<file path="src/rtl/dsp_pkg.sv">
// dsp_pkg: shared types, default sizes and saturation helper for the shift-add datapath.
package dsp_pkg;
    localparam int DEF_WIDTH     = 32;
    localparam int DEF_GUARD     = 8;
    localparam int DEF_MAX_TERMS = 16;
    localparam int ACC_W         = DEF_WIDTH + DEF_GUARD;

    typedef enum logic {ACCUM, HOLD} state_e;

    // Clamp a signed value to the range of a signed integer of the given width.
    function automatic logic signed [63:0] sat_clamp(input logic signed [63:0] value, input int width);
        logic signed [63:0] hi;
        logic signed [63:0] lo;
        hi = (64'sd1 <<< (width - 1)) - 64'sd1;
        lo = -(64'sd1 <<< (width - 1));
        return (value > hi) ? hi : (value < lo) ? lo : value;
    endfunction
endpackage

</file>
<file path="src/rtl/shift_accumulator_if.sv">
// shift_accumulator_if: term input stream and result output port of the accumulator.
interface shift_accumulator_if #(
    parameter int WIDTH = 32,
    parameter int CW    = 5
);
    logic             in_valid;
    logic             in_ready;
    logic [WIDTH-1:0] in_term;
    logic             in_sub;
    logic             in_last;
    logic             out_valid;
    logic             out_ready;
    logic [WIDTH-1:0] out_data;
    logic             out_sat;
    logic             out_overrun;
    logic [CW-1:0]    out_count;

    modport master (
        output in_valid, in_term, in_sub, in_last, out_ready,
        input  in_ready, out_valid, out_data, out_sat, out_overrun, out_count
    );

    modport slave (
        input  in_valid, in_term, in_sub, in_last, out_ready,
        output in_ready, out_valid, out_data, out_sat, out_overrun, out_count
    );
endinterface

</file>
<file path="src/rtl/shift_accumulator_sat.sv">
// sat_clamp_unit: saturates a wide signed value to a narrower signed result and flags clamping.
module sat_clamp_unit import dsp_pkg::*; #(
    parameter int IW = ACC_W,
    parameter int OW = DEF_WIDTH
) (
    input  logic signed [IW-1:0] value_i,
    output logic        [OW-1:0] data_o,
    output logic                 sat_o
);
    if (IW > 64 || OW > IW) begin : g_bad_width
        $error("sat_clamp_unit: IW must be <= 64 and OW <= IW");
    end

    logic signed [63:0] wide;
    logic signed [63:0] clamped;

    always_comb begin
        wide    = 64'(value_i);
        clamped = sat_clamp(wide, OW);
        data_o  = clamped[OW-1:0];
        sat_o   = clamped != wide;
    end
endmodule

</file>
<file path="src/rtl/shift_accumulator.sv">
// shift_accumulator: guarded add/subtract accumulator over framed terms with a saturated
// valid/ready result port.
module shift_accumulator import dsp_pkg::*; #(
    parameter int WIDTH     = DEF_WIDTH,
    parameter int GUARD     = DEF_GUARD,
    parameter int MAX_TERMS = DEF_MAX_TERMS
) (
    input logic                clk,
    input logic                reset,
    shift_accumulator_if.slave s_if
);
    localparam int AW = WIDTH + GUARD;
    localparam int CW = $clog2(MAX_TERMS + 1);

    // Guard bits must cover the worst-case growth of a full frame.
    if (MAX_TERMS > (1 << GUARD)) begin : g_bad_guard
        $error("shift_accumulator: MAX_TERMS exceeds 2**GUARD, accumulator could wrap");
    end

    state_e               state_q, state_d;
    logic signed [AW-1:0] acc_q, acc_d;
    logic [CW-1:0]        count_q, count_d;
    logic [WIDTH-1:0]     data_q, data_d;
    logic                 sat_q, sat_d;
    logic                 ovr_q, ovr_d;
    logic [CW-1:0]        cnt_q, cnt_d;

    logic signed [AW-1:0] term_ext;
    logic signed [AW-1:0] term_x;
    logic signed [AW-1:0] next_acc;
    logic [CW-1:0]        next_count;
    logic                 accept;
    logic                 close;
    logic                 release_hold;
    logic [WIDTH-1:0]     clamp_data;
    logic                 clamp_sat;

    assign accept       = s_if.in_valid && state_q == ACCUM;
    assign release_hold = state_q == HOLD && s_if.out_ready;
    assign term_ext     = {{GUARD{s_if.in_term[WIDTH-1]}}, s_if.in_term};
    assign term_x       = s_if.in_sub ? -term_ext : term_ext;
    assign next_acc     = (count_q == '0 ? '0 : acc_q) + term_x;
    assign next_count   = count_q + 1'b1;
    assign close        = accept && (s_if.in_last || next_count == CW'(MAX_TERMS));

    sat_clamp_unit #(.IW(AW), .OW(WIDTH)) u_clamp (
        .value_i (next_acc),
        .data_o  (clamp_data),
        .sat_o   (clamp_sat)
    );

    always_ff @(posedge clk or posedge reset) begin
        if (reset) state_q <= ACCUM;
        else       state_q <= state_d;
    end

    always_comb begin
        state_d = (state_q == ACCUM) ? (close ? HOLD : ACCUM) : (s_if.out_ready ? ACCUM : HOLD);
    end

    always_comb begin
        acc_d   = (accept && !close) ? next_acc : release_hold ? '0 : acc_q;
        count_d = (accept && !close) ? next_count : release_hold ? '0 : count_q;
        data_d  = close ? clamp_data : data_q;
        sat_d   = close ? clamp_sat : sat_q;
        ovr_d   = close ? !s_if.in_last : ovr_q;
        cnt_d   = close ? next_count : cnt_q;
    end

    always_ff @(posedge clk or posedge reset) begin
        if (reset) begin
            acc_q   <= '0;
            count_q <= '0;
            data_q  <= '0;
            sat_q   <= 1'b0;
            ovr_q   <= 1'b0;
            cnt_q   <= '0;
        end else begin
            acc_q   <= acc_d;
            count_q <= count_d;
            data_q  <= data_d;
            sat_q   <= sat_d;
            ovr_q   <= ovr_d;
            cnt_q   <= cnt_d;
        end
    end

    assign s_if.in_ready    = state_q == ACCUM;
    assign s_if.out_valid   = state_q == HOLD;
    assign s_if.out_data    = data_q;
    assign s_if.out_sat     = sat_q;
    assign s_if.out_overrun = ovr_q;
    assign s_if.out_count   = cnt_q;
endmodule

</file>
<file path="src/flat_wrapper.sv">
// flat-port wrapper written by rule: the top's interface ports become plain ports
module shift_accumulator_flat import dsp_pkg::*;
#(
    parameter int WIDTH     = DEF_WIDTH,
    parameter int GUARD     = DEF_GUARD,
    parameter int MAX_TERMS = DEF_MAX_TERMS
)
  (clk, reset, s_if_in_valid, s_if_in_term, s_if_in_sub, s_if_in_last, s_if_out_ready, s_if_in_ready, s_if_out_valid, s_if_out_data, s_if_out_sat, s_if_out_overrun, s_if_out_count);
  shift_accumulator_if #(.WIDTH(WIDTH), .CW(5)) s_if_i ();
  input logic clk;
  input logic reset;
  input wire logic [$bits(s_if_i.in_valid)-1:0] s_if_in_valid;
  input wire logic [$bits(s_if_i.in_term)-1:0] s_if_in_term;
  input wire logic [$bits(s_if_i.in_sub)-1:0] s_if_in_sub;
  input wire logic [$bits(s_if_i.in_last)-1:0] s_if_in_last;
  input wire logic [$bits(s_if_i.out_ready)-1:0] s_if_out_ready;
  output wire logic [$bits(s_if_i.in_ready)-1:0] s_if_in_ready;
  output wire logic [$bits(s_if_i.out_valid)-1:0] s_if_out_valid;
  output wire logic [$bits(s_if_i.out_data)-1:0] s_if_out_data;
  output wire logic [$bits(s_if_i.out_sat)-1:0] s_if_out_sat;
  output wire logic [$bits(s_if_i.out_overrun)-1:0] s_if_out_overrun;
  output wire logic [$bits(s_if_i.out_count)-1:0] s_if_out_count;
  assign s_if_i.in_valid = s_if_in_valid;
  assign s_if_i.in_term = s_if_in_term;
  assign s_if_i.in_sub = s_if_in_sub;
  assign s_if_i.in_last = s_if_in_last;
  assign s_if_i.out_ready = s_if_out_ready;
  assign s_if_in_ready = s_if_i.in_ready;
  assign s_if_out_valid = s_if_i.out_valid;
  assign s_if_out_data = s_if_i.out_data;
  assign s_if_out_sat = s_if_i.out_sat;
  assign s_if_out_overrun = s_if_i.out_overrun;
  assign s_if_out_count = s_if_i.out_count;
  shift_accumulator #(.WIDTH(WIDTH), .GUARD(GUARD), .MAX_TERMS(MAX_TERMS)) u_core (.clk(clk), .reset(reset), .s_if(s_if_i));
endmodule
</file>
<file path="config.mk">
export PLATFORM = sky130hd
export DESIGN_NAME = shift_accumulator_flat
export DESIGN_NICKNAME = d
export VERILOG_FILES = /design/src/rtl/dsp_pkg.sv /design/src/rtl/shift_accumulator_if.sv /design/src/rtl/shift_accumulator_sat.sv /design/src/rtl/shift_accumulator.sv /design/src/flat_wrapper.sv
export SDC_FILE = /design/constraint.sdc
export NUM_CORES = 1
export LEC_CHECK = 0
export CELL_PAD_IN_SITES_DETAIL_PLACEMENT = 1
export CELL_PAD_IN_SITES_GLOBAL_PLACEMENT = 2
export CORE_MARGIN = 5
export CORE_UTILIZATION = 38
export CTS_CLUSTER_DIAMETER = 40
export CTS_CLUSTER_SIZE = 28
export DETAILED_ROUTE_END_ITERATION = 12
export PLACE_DENSITY = 0.95
export RECOVER_POWER = 25
export SYNTH_ARGS = -nofsm -noshare
export SYNTH_HDL_FRONTEND = slang
export SYNTH_SLANG_ARGS = --single-unit
</file>
<file path="constraint.sdc">
create_clock -name clk -period 9.7 [get_ports clk]
set_clock_uncertainty 0.05 [all_clocks]
set_input_delay 2.91 -clock clk [delete_from_list [all_inputs] [get_ports clk]]
set_output_delay 2.91 -clock clk [all_outputs]
set_load 0.01 [all_outputs]
</file>
==> run metrics <==
Core Region=between 15,000 and 20,000 um^2; Clock Latency Late Sink=between 300 and 400 ps; Mapped Nets=roughly 980; largest net degree at the start of global routing=50; Worst setup SP type=input pin; Hold Vio Cnt, Final=0; area of the mapped netlist=approximately 7400 um^2; minimum period implied by the final worst setup slack=approximately 9400 ps; Inst Count DP=about 1,200; Netlist cell types=between 70 and 80; Max Used Layer=met4; first-pass GRT wire length=approximately 40 mm; clock buffer count from CTS=9; crit path kind=input pin to flop; Util after Layout=0.465; final non-filler cell total=between 1,000 and 1,500; GPL Wtd Cong=0.907; filler instances=~2,300; Synth area leader=dfrtp_1; Worst Path Required=about 9900 ps; Worst Hold Class=flop to flop; Layout Area Growth over Synthesis=21.5%; sequential cell area=between 2000 and 2500 um^2; IO Count=79; Rows=51; final setup vio count=0; post-synthesis sequential area ratio=0.288; CP Launch Point=s_if_in_term[10]; number of synthesized flops with an enable pin=0; CTS max path bufs=2; CTS clock-pin slew for the worst setup and hold paths=60 ps; Vias/cell=approximately 5.8; CTS tree=yes; worst r2r src=u_core.count_q[0]$_DFFE_PP0P_; Die Area=22,300 um^2; H-tree depth=3; Pre-antenna DRT Iters=5; Cells after Synth=slightly below 900; M1 WL=about 12 mm; Clock Sinks=85; worst-margin pin slew=~1600 ps; Hold Buf Count CTS=0; WL/cell=a little under 20 um; input/output buffers=78; Chip Height=between 100 and 150 um; top-count cell post-synth=dfrtp_1; slew margin rel.=-0.0837; hold wc startpoint=u_core.acc_q[16]$_DFFE_PP0P_; status=finished with violations; number of global-route vias before repair=around 7,300; Critical Path End Type=flop; Max Freq=107 MHz; post-synthesis average cell area=a little over 8 um^2; hpwl dp=about 19 mm; failing checks=capacitance limit, slew limit; Data arrival, critical path=9590 ps; Max Cap Viol=1; DR vias=about 7,200; top cells by count, synth=85 x dfrtp_1, 67 x nor2_1, 66 x o21ai_0; Initial Util=0.383; Final Max Slew Viols=38; Die Width=between 100 and 150 um; period utilisation layout=0.968; metal2 WL=between 10 and 15 mm; Yosys reg bits=between 80 and 90; top cells by area, synth=dfrtp_1 29%, ha_1 7.6%, xnor2_1 4.9%, o21ai_0 4.5%, nor2b_1 3.8%; ANT cells=0; final wirelength=between 20 and 25 mm; ys flop type=dfrtp_1; antenna violations before repair=0; RSZ-0062 raised after global routing=false; footprint of the multi-input gates=between 4000 and 5000 um^2; Yosys warning total=0; layout cell share with drive strength beyond 1=0.0997; asr flop ratio synth=1.00; leakage=roughly 3.7 nW; worst vdd ir=between 0.0001 and 0.00015 V; Post-route DRC=0; pwr dens=299 nW/um^2; crit path max fanout=19; Global Route Usage Sum=0.217; post-synth top area share=0.288; Net count, final=about 1,100; Met3 Wirelength=between 1 and 1.5 mm; Remaining Overflow, GRT=0; initial drt markers=a little over 400; Root Driver=clkbuf_16; remaining antenna violation count=0
[state kept, by name (all words and copies together) (netlist names)]
name	cells
u_core.s_if.out_overrun	1
u_core.s_if.out_sat	1
u_core.s_if.out_data	32
u_core.s_if.out_valid	1
u_core.acc_q	40
u_core.count_q	5
u_core.s_if.out_count	5
[logic make-up (layout without fill, tap and decap cells)]
family | count (synthesis) | after routing | share of synthesized area
AND/OR/NAND/NOR | 318 | 318 | 0.232
AO/OA/AOI/OAI | 305 | 305 | 0.283
flip-flops | 85 | 85 | 0.288
buffers and inverters | 78 | 159 | 0.0441
XOR/XNOR | 58 | 58 | 0.0709
adder cells (fa/ha/maj) | 46 | 46 | 0.0790
multiplexers | 2 | 2 | 0.00288
[report_power, final]
group	leakage (nW)	switching (mW)	internal [mW]	total, mW
combinational	2.53	0.999	0.728	1.73
clock	0.150	0.138	0.214	0.352
sequential	1.02	0.0993	0.504	0.603
[layout make-up]
| class | instances | area share |
|---|---|---|
| Clock inverter | 3 | 0.00489 |
| Multi-Input combinational cell | 729 | 0.557 |
| Tap cell | 265 | 0.0370 |
| Timing Repair Buffer | 123 | 0.126 |
| Sequential cell | 85 | 0.237 |
| Inverter | 20 | 0.00852 |
| Clock buffer | 13 | 0.0290 |
[path summary, 6_finish.rpt]
kind	end	slack [ps]	cells past startpoint
min in group asynchronous	u_core.s_if.out_data[4]$_DFFE_PP0P_	3360	2
max	u_core.s_if.out_data[16]$_DFFE_PP0P_	310	22
max reg2reg	u_core.s_if.out_data[16]$_DFFE_PP0P_	3450	22
max in group asynchronous	u_core.acc_q[22]$_DFFE_PP0P_	4930	3
min	u_core.acc_q[16]$_DFFE_PP0P_	430	2
min reg2reg	u_core.acc_q[16]$_DFFE_PP0P_	430	2
[what timing repair did]
action / CTS / global route
endpoints found under the setup margin: 0 / 33
resized for setup: 0 / 8
setup buffers: 0 / 0
[critical path: stages]
cell	delay [ps]
clkdlybuf4s50_1	420
or4_4	560
or4b_4	510
or3_4	360
or4_1	610
buf_4	200
o21ai_0	230
xnor2_1	100
ha_1	340
nand2_1	130
buf_4	170
or4_1	500
o32ai_1	170
a211oi_1	110
buf_4	160
xor2_1	150
or4_1	560
or3_1	370
ha_1	270
buf_4	190
or3_1	380
a31oi_1	180
[layer usage]
layer  GRT usage  vias up
met4      0.0398        0
met2       0.333      194
li1            -     3437
met1       0.336     3535
met3      0.0204       18
met5           0        -
[metrics by stage]
step                power (mW)  setup slack, ps  hold WS, ps  cell area (um^2)  setup TNS [ps]
floorplan                 1.67              689          391              7380               0
global placement          2.24            -47.5          404              8620           -47.5
detailed placement        2.30             -133          414              8620           -1450
CTS                       2.67              190          427              8920               0
global route              2.87             20.1          462              8960               0
finish                    2.68              313          426              8960               0
[cells in the final DEF, fill, tap and decap left out, types with 32 or more instances in the layout]
master            n
a21oi_1          54
a31oi_1          35
buf_4            44
clkdlybuf4s50_1  61
dfrtp_1          85
ha_1             45
nand2_1          62
nand2b_1         32
nor2_1           67
nor2b_1          44
o21ai_0          66
xnor2_1          41
(Power assumes the default switching activity.)
